**src/rtl/vram_write_buffer.sv**
```systemverilog
`default_nettype none
// ============================================================================
// Module      : vram_write_buffer
// Description : Queues CPU pixel writes and drains them into video memory,
//               optionally only during blanking; adds a clear-screen sweep.
// Revision    : 1.0 - initial release
// ============================================================================
module vram_write_buffer #(
   parameter int DATA_WIDTH = 3,
   parameter int ADDR_WIDTH = 10,
   parameter int MEM_DEPTH  = 1024,
   parameter int DEPTH_LOG2 = 3,
   parameter int H_ACTIVE   = 640,
   parameter int V_ACTIVE   = 480
) (
   input  logic                    Clock,
   input  logic                    Reset,
   input  logic                    iWriteRequest,
   input  logic [ADDR_WIDTH-1:0]   iWriteAddress,
   input  logic [DATA_WIDTH-1:0]   iWriteData,
   input  logic                    iBlankOnly,
   input  logic [9:0]              iColumnCount,
   input  logic [9:0]              iRowCount,
   input  logic                    iClearRequest,
   input  logic [DATA_WIDTH-1:0]   iClearColor,
   input  logic                    iClearOverflow,
   output logic                    oMemWriteEnable,
   output logic [ADDR_WIDTH-1:0]   oMemWriteAddress,
   output logic [DATA_WIDTH-1:0]   oMemDataIn,
   output logic                    oFull,
   output logic                    oEmpty,
   output logic [DEPTH_LOG2:0]     oCount,
   output logic                    oBusy,
   output logic                    oOverflow
);

   localparam int c_DEPTH   = 2 ** DEPTH_LOG2;
   localparam int c_ENTRY_W = ADDR_WIDTH + DATA_WIDTH;

   localparam logic [1:0] c_IDLE  = 2'd0;
   localparam logic [1:0] c_DRAIN = 2'd1;
   localparam logic [1:0] c_CLEAR = 2'd2;

   localparam logic [9:0]            c_H_ACTIVE   = 10'(H_ACTIVE);
   localparam logic [9:0]            c_V_ACTIVE   = 10'(V_ACTIVE);
   localparam logic [DEPTH_LOG2:0]   c_CNT_FULL   = (DEPTH_LOG2 + 1)'(c_DEPTH);
   localparam logic [DEPTH_LOG2:0]   c_CNT_ONE    = (DEPTH_LOG2 + 1)'(1);
   localparam logic [DEPTH_LOG2-1:0] c_PTR_ONE    = DEPTH_LOG2'(1);
   localparam logic [ADDR_WIDTH-1:0] c_ADDR_ONE   = ADDR_WIDTH'(1);
   localparam logic [ADDR_WIDTH-1:0] c_SWEEP_LAST = ADDR_WIDTH'(MEM_DEPTH - 1);

   logic [1:0]            r_state;
   logic [1:0]            w_nextState;
   logic [c_ENTRY_W-1:0]  r_fifo [c_DEPTH];
   logic [DEPTH_LOG2-1:0] r_wrPtr;
   logic [DEPTH_LOG2-1:0] r_rdPtr;
   logic [DEPTH_LOG2:0]   r_count;
   logic [ADDR_WIDTH-1:0] r_sweepAddr;
   logic [DATA_WIDTH-1:0] r_clearColor;
   logic                  r_overflow;
   logic                  r_memWe;
   logic [ADDR_WIDTH-1:0] r_memAddr;
   logic [DATA_WIDTH-1:0] r_memData;

   logic w_win;
   logic w_empty;
   logic w_full;
   logic w_push;
   logic w_pop;
   logic w_sweepWrite;
   logic w_startClear;
   logic w_sweepLast;

   assign w_win       = ~iBlankOnly | (iColumnCount >= c_H_ACTIVE) | (iRowCount >= c_V_ACTIVE);
   assign w_empty     = (r_count == '0);
   assign w_full      = (r_count == c_CNT_FULL);
   // Full is judged on pre-edge occupancy, so a same-cycle pop never rescues a push.
   assign w_push      = iWriteRequest & ~w_full;
   assign w_sweepLast = (r_sweepAddr == c_SWEEP_LAST);

   always_ff @(posedge Clock or posedge Reset) begin
      if (Reset) r_state <= c_IDLE;
      else       r_state <= w_nextState;
   end

   always_comb begin
      w_nextState = r_state;
      case (r_state)
         c_IDLE: begin
            if (iClearRequest)  w_nextState = c_CLEAR;
            else if (~w_empty)  w_nextState = c_DRAIN;
         end
         c_DRAIN: begin
            if (iClearRequest)  w_nextState = c_CLEAR;
            else if (w_empty)   w_nextState = c_IDLE;
         end
         c_CLEAR: begin
            if (w_win & w_sweepLast) w_nextState = w_empty ? c_IDLE : c_DRAIN;
         end
         default: w_nextState = c_IDLE;
      endcase
   end

   always_comb begin
      w_pop        = 1'b0;
      w_sweepWrite = 1'b0;
      w_startClear = 1'b0;
      oBusy        = 1'b0;
      case (r_state)
         c_IDLE:  w_startClear = iClearRequest;
         c_DRAIN: begin
            w_startClear = iClearRequest;
            w_pop        = w_win & ~w_empty & ~iClearRequest;
         end
         c_CLEAR: begin
            oBusy        = 1'b1;
            w_sweepWrite = w_win;
         end
         default: ;
      endcase
   end

   // Storage needs no reset: entries are only visible through the pointers.
   always_ff @(posedge Clock) begin
      if (w_push) r_fifo[r_wrPtr] <= {iWriteAddress, iWriteData};
   end

   always_ff @(posedge Clock or posedge Reset) begin
      if (Reset) begin
         r_wrPtr      <= '0;
         r_rdPtr      <= '0;
         r_count      <= '0;
         r_overflow   <= 1'b0;
         r_sweepAddr  <= '0;
         r_clearColor <= '0;
         r_memWe      <= 1'b0;
         r_memAddr    <= '0;
         r_memData    <= '0;
      end else begin
         if (w_push) r_wrPtr <= r_wrPtr + c_PTR_ONE;
         if (w_pop)  r_rdPtr <= r_rdPtr + c_PTR_ONE;
         if (w_push & ~w_pop)      r_count <= r_count + c_CNT_ONE;
         else if (~w_push & w_pop) r_count <= r_count - c_CNT_ONE;

         if (iClearOverflow)               r_overflow <= 1'b0;
         else if (iWriteRequest & w_full)  r_overflow <= 1'b1;

         if (w_startClear) begin
            r_clearColor <= iClearColor;
            r_sweepAddr  <= '0;
         end else if (w_sweepWrite) begin
            r_sweepAddr  <= r_sweepAddr + c_ADDR_ONE;
         end

         r_memWe <= w_pop | w_sweepWrite;
         if (w_pop)             {r_memAddr, r_memData} <= r_fifo[r_rdPtr];
         else if (w_sweepWrite) {r_memAddr, r_memData} <= {r_sweepAddr, r_clearColor};
      end
   end

   assign oMemWriteEnable  = r_memWe;
   assign oMemWriteAddress = r_memAddr;
   assign oMemDataIn       = r_memData;
   assign oFull            = w_full;
   assign oEmpty           = w_empty;
   assign oCount           = r_count;
   assign oOverflow        = r_overflow;

endmodule
`default_nettype wire
```
**config.mk**
```make
export PLATFORM = sky130hd
export DESIGN_NAME = vram_write_buffer
export DESIGN_NICKNAME = d
export VERILOG_FILES = /design/src/rtl/vram_write_buffer.sv
export SDC_FILE = /design/constraint.sdc
export NUM_CORES = 1
export LEC_CHECK = 0
export ABC_AREA = 0
export BUFFER_PORTS_ARGS = -buffer_cell sky130_fd_sc_hd__buf_2
export CAP_MARGIN = 5
export CORE_MARGIN = 1
export CORE_UTILIZATION = 42
export DETAILED_ROUTE_END_ITERATION = 12
export PLACE_DENSITY = 0.6
export SYNTH_ARGS = -nofsm -noshare
export SYNTH_HDL_FRONTEND = slang
export SYNTH_SLANG_ARGS = --single-unit
```
**constraint.sdc**
```tcl
create_clock -name Clock -period 3.3 [get_ports Clock]
set_input_delay 0.66 -clock Clock [delete_from_list [all_inputs] [get_ports Clock]]
set_output_delay 0.66 -clock Clock [all_outputs]
set_load 0.01 [all_outputs]
```
**Word level (Yosys, flattened, before mapping)**

Memory sizes are Yosys's and may differ from the RTL's.
Index checks and enable logic that the tools add are counted.

- Logic and storage cells: 72
- Register bits after elaboration: 40
- Memory bits (writable): 104
- Memories kept: 1

Memories:

| memory | words | bits a word | read ports | clocked after Yosys merged registers in | write ports | line | text |
|---|---|---|---|---|---|---|---|
| r_fifo | 8 | 13 | 1 | 0 | 1 | 54 | `logic [c_ENTRY_W-1:0] r_fifo [c_DEPTH];` |

- Equal/unequal tests: 7
- Bitwise logic cells: 16
- Add/sub/neg operators: 5
- Reduce and logical (&&, ||, !) cells: 8
- Muxes and demuxes: 23
- $lt $le $gt $ge: 2

Operator list:

| cell | number |
|---|---|
| $mux W10 | 4 |
| $add A10 B1 Y10 const B | 1 |
| $eq A10 B10 Y1 const B | 1 |
| $ge A10 B10 Y1 const B | 1 |
| $ge A10 B9 Y1 const B | 1 |
| $mux W2 | 5 |
| $mux W1 | 9 |
| $mux W4 | 2 |
| $reduce_bool A2 Y1 | 4 |
| $and A1 B1 Y1 | 7 |
| $add A3 B1 Y3 const B | 2 |
| $mux W3 | 2 |
| $ne A3 B3 Y1 const B | 2 |
| $not A1 Y1 | 6 |
| $pmux W2 S3 | 1 |
| $add A4 B1 Y4 const B | 1 |
| $eq A4 B4 Y1 const B | 1 |
| $logic_not A4 Y1 | 1 |
| $sub A4 B1 Y4 const B | 1 |
| $or A1 B1 Y1 | 3 |
| $reduce_and A3 Y1 | 1 |
| $eq A2 B1 Y1 const B | 1 |
| $eq A2 B2 Y1 const B | 1 |
| $logic_not A2 Y1 | 1 |
| other kinds (2) | 2 |

**Longest topological paths before layout**

- Word-level depth: 9
- Depth in mapped cells: 11

**Least setup slack after synthesis**

OpenSTA, ideal clock, no wires.

- Kind: input port to flip-flop
- From: input iClearRequest
- To: register r_count[3], in the netlist oCount[3]
- Setup slack: 0.467 ns
- Data arrival time: 2.753 ns
- Setup time: 0.080 ns
- Stages on the path: 11
- Cells stage by stage: or3b_1 -> a311oi_2 -> buf_6 -> inv_2 -> ha_1 -> inv_1 -> ha_1 -> a21o_1 -> a21oi_1 -> mux2i_1 -> xnor2_1

- Cells in the longest elaborated chain, start to end: 6
- Elaborated cells on any way between the ends: 8

RTL lines:

| element | line | text |
|---|---|---|
| start, declared | 24 | `input logic iClearRequest,` |
| $not A1 Y1 (*) | 113 | `w_pop = w_win & ~w_empty & ~iClearRequest;` |
| $and A1 B1 Y1 (*) | 113 |  |
| $mux W1 (*) | 109 | `case (r_state)` |
| $not A1 Y1 | 142 | `if (w_push & ~w_pop) r_count <= r_count + c_CNT_ONE;` |
| $and A1 B1 Y1 | 142 |  |
| $mux W4 / $reduce_bool A2 Y1 (equally long branches) | - |  |
| end signal, assigned | 142 |  |
| end signal, assigned | 143 | `else if (~w_push & w_pop) r_count <= r_count - c_CNT_ONE;` |
| end, declared | 57 | `logic [DEPTH_LOG2:0] r_count;` |

Every way passes the cells marked *; elsewhere a longest branch is shown, timed or not.
A chain may end at the register's enable or synchronous reset.

**Worst setup path in the final report**

- From: register r_count[0], in the netlist oCount[0]
- To: register r_count[3], in the netlist oCount[3]

- Cells in the longest elaborated chain, start to end: 8
- Elaborated cells on any way between the ends: 17

RTL lines:

| element | line | text |
|---|---|---|
| $logic_not A4 Y1 | 75 | `assign w_empty = (r_count == '0);` |
| $not A1 Y1 | 113 |  |
| $and A1 B1 Y1 (2 in series) | 113 |  |
| $mux W1 | 109 |  |
| $not A1 Y1 | 142 |  |
| $and A1 B1 Y1 | 142 |  |
| $mux W4 / $reduce_bool A2 Y1 (equally long branches) | - |  |

Several ways; a longest one is shown, not always the timed one. The select of a mux whose other input is x is not followed.

==> results.cfg <==
[drt]
num_vias = 3250
drt-total-wl_mm = 11.1
drc_errors = 0
postRouteAntennaNets = 0
dr.pass1.iters = 4
post_drt_wl_per_cell_um = 18.4
first_iter_violations = 273
routed_via_density = 5.38

[pwr]
p_total_mw = 6.12
clkPwrFrac = 0.306
comb_power_share = 0.266
irDropWorstVdd_v = 0.000363
pwr-share-seq = 0.428
p_sw_mw = 1.83
p_per_area_nw_per_um2 = 876
switching_share = 0.300
p_leak_nw = 2.59
p_int_mw = 4.28

[global_routing]
grt_most_used_layer = met2
gr-usage-met3 = 0.0415
grt_pass1_wl_mm = 17.5
overflow = 0
first_global_vias = 3178
grt_antenna_before_repair = 0
use_met1 = 0.218
grt_usage = 0.166
grt_start_max_net_pins = 41
use_met2 = 0.272

[critical_path]
cpPeakStageDelay_ns = 0.48
crit_buf_inv = 2
cp-end-kind = register
cp.arrival_ns = 2.89
crit_family = simple AND/OR/NAND/NOR gates
path_class = register to register
path_cells = nor4b_2, nor2b_1, buf_4, ha_1, inv_1, ha_1, a21o_1, a21oi_1, mux2i_1, xnor2_1
worst_setup_path_start_kind = register
crit_top_cell = ha_1
cp.required_ns = 3.64
crit_fanout = 6
cp_slowest_cell = dfrtp_1

[clocking]
cts_hold_buf = 0
tritoncts = yes
post_cts_buffers = 0
root_buffer = clkbuf_16
cts_resized = 0
htree_levels = 4
clk_pin_slew_ns = 0.06
cts_buffer_depth = 2
cts_sinks = 144
clock_latency_ns = 0.41
cts_buffers = 17

[yosys]
synthCells = 347
ys_ff_latch = 144
synth_top_area_cell = edfxtp_1
yosysSeqAreaShare = 0.700
yosysWarnings = 0
yosysUniqueCellTypes = 43
synthFlopType = edfxtp_1
ys_async_sr_fraction = 0.278
synthDominantCellAreaShare = 0.530
synthTopCellsByArea = edfxtp_1 (53%), dfrtp_1 (17%), mux4_2 (9.9%), mux2i_1 (2.9%), nand2_1 (2.4%)
avgSynthCellArea_um2 = 17.0
synth_nets = 396
netlist_area_um2 = 5890
synth_edf_count = 104

[timing]
clock_skew_ns = 0.0116
hold_slack_ns = 0.370
hold_viol = 0
relSlewSlack = 0.306
finalSetupViolCount = 0
max_freq_mhz = 392
rsz0062_at_grt = no
maxSlewViolCount = 0
post-route-period-util = 0.772
fin_ws_ns = 0.751
tns_ns = 0
period_minus_slack_ns = 2.55
worstMarginPinSlew_ns = 1.04

[floorplan]
rows = 42
core_um2 = 13500
io_pins = 64
die_area_um2 = 14500
fp.dieW_um = 120
die_y_um = 120
start_util = 0.438

[placement]
port_buffers = 51
post-place-ws_ns = 0.395
placedInstanceArea_um2 = 6400
post-place-cells = 572
dp_hpwl_mm = 6.81
gp_congestion = 0.767

[status]
status = completed

[flow_run]
drv_cap = 0

[layout]
nets = 464
final_cells = 604
antennaDiodeCount = 0
post-route-util = 0.519
area_growth_pct = 18.5
drive_above_1_share = 0.301
stdcell_area_um2 = 6980

[hold_path]
hold_class = input pin to asynchronous set/reset pin
[synthesized netlist by cell type, drive strengths merged (3+ instances only)]
cell and instances:
edfxtp 104, dfrtp 40, nand2 38, mux4 26, a21oi 21, mux2i 17, a22oi 13, nor2 11
buf 10, clkbuf 6, ha 6, xnor2 6, nand2b 5, nand4 5, o21ai 5, inv 4
mux2 3, nor2b 3, o31ai 3, or4 3
[path summary, 6_finish.rpt]
| path | start | end | slack, ns | depth (start not counted) |
|---|---|---|---|---|
| worst max-delay path | oCount[0] | oCount[3] | 0.75 | 10 |
| worst min register to register | r_clearColor[2] | r_clearColor[2] | 0.48 | 2 |
| worst max register to register | oCount[0] | oCount[3] | 0.75 | 10 |
| min in group Clock | iClearOverflow | oOverflow | 0.40 | 2 |
| max in group asynchronous | Reset | oMemWriteAddress[6] | 2.57 | 3 |
| worst min-delay path | Reset | r_clearColor[1] | 0.37 | 3 |
[power by group through the flow]
stage          clock network, mW  registers, mW  logic, mW
2_1_floorplan                  0           2.56       1.20
3_5_place_dp                   0           2.66       1.65
6_report                    1.87           2.62       1.63
4_1_cts                     1.90           2.62       1.65
5_1_grt                     1.98           2.66       1.80
3_3_place_gp                   0           2.64       1.63
[layout by cell type, fill, tap and decap left out, types with 2 or more instances in the layout]
cell type  synthesis  routed
or3_1              2       2
nand2b_1           5       5
bufinv_16          0       3
xor2_1             2       2
o21ai_0            4       4
mux2i_1           17      17
clkinv_4           0       2
buf_4              3      14
dfrtp_1           40      40
nor2_1            11      11
clkbuf_16          0      17
xnor2_1            6       6
a21oi_1           21      21
clkinv_2           0       5
o31ai_1            3       3
edfxtp_1         104     104
nor2b_1            3       3
ha_1               6       6
buf_2              4      51
or4_1              3       3
mux4_2            26      26
mux2_1             2       2
a22oi_1           13      13
nand4_1            4       4
nor3_2             0       2
clkbuf_1           4       4
nand2_1           38      38
inv_1              3       3
[cell families after synthesis]
family | share of synthesized area
flops | 0.700
compound gates | 0.0560
mux | 0.134
buf+inv | 0.0185
simple gates | 0.0637
fa+ha+maj | 0.0161
xor+xnor | 0.0119
[layout make-up]
| class | count | area, µm² |
|---|---|---|
| multi-input cells | 183 | 1680 |
| clock inverters | 11 | 140 |
| inverters | 4 | 15.0 |
| well taps | 176 | 220 |
| fillers | 1122 | 6470 |
| flip-flops and latches | 144 | 4120 |
| repair buffers | 65 | 360 |
| clock buffers | 21 | 440 |
[tightest hold or removal path: stages]
cell   delay (ns)
buf_2        0.09
inv_1        0.04
buf_4        0.43
[state kept, by name, summed over array words and instances, names as in the netlist]
signal	flops
oCount	4
oMemWriteEnable	1
r_clearColor	3
oMemDataIn	3
r_wrPtr	3
r_sweepAddr	10
r_fifo	104
oOverflow	1
r_rdPtr	3
r_state	2
oMemWriteAddress	10
[layer usage]
layer  share of wire  wire [µm]
met1            0.45       4970
met3           0.048        537
met2            0.49       5490
met4           0.012        133
met5               0          0
Note: power is estimated with default switching activity, not from simulation.
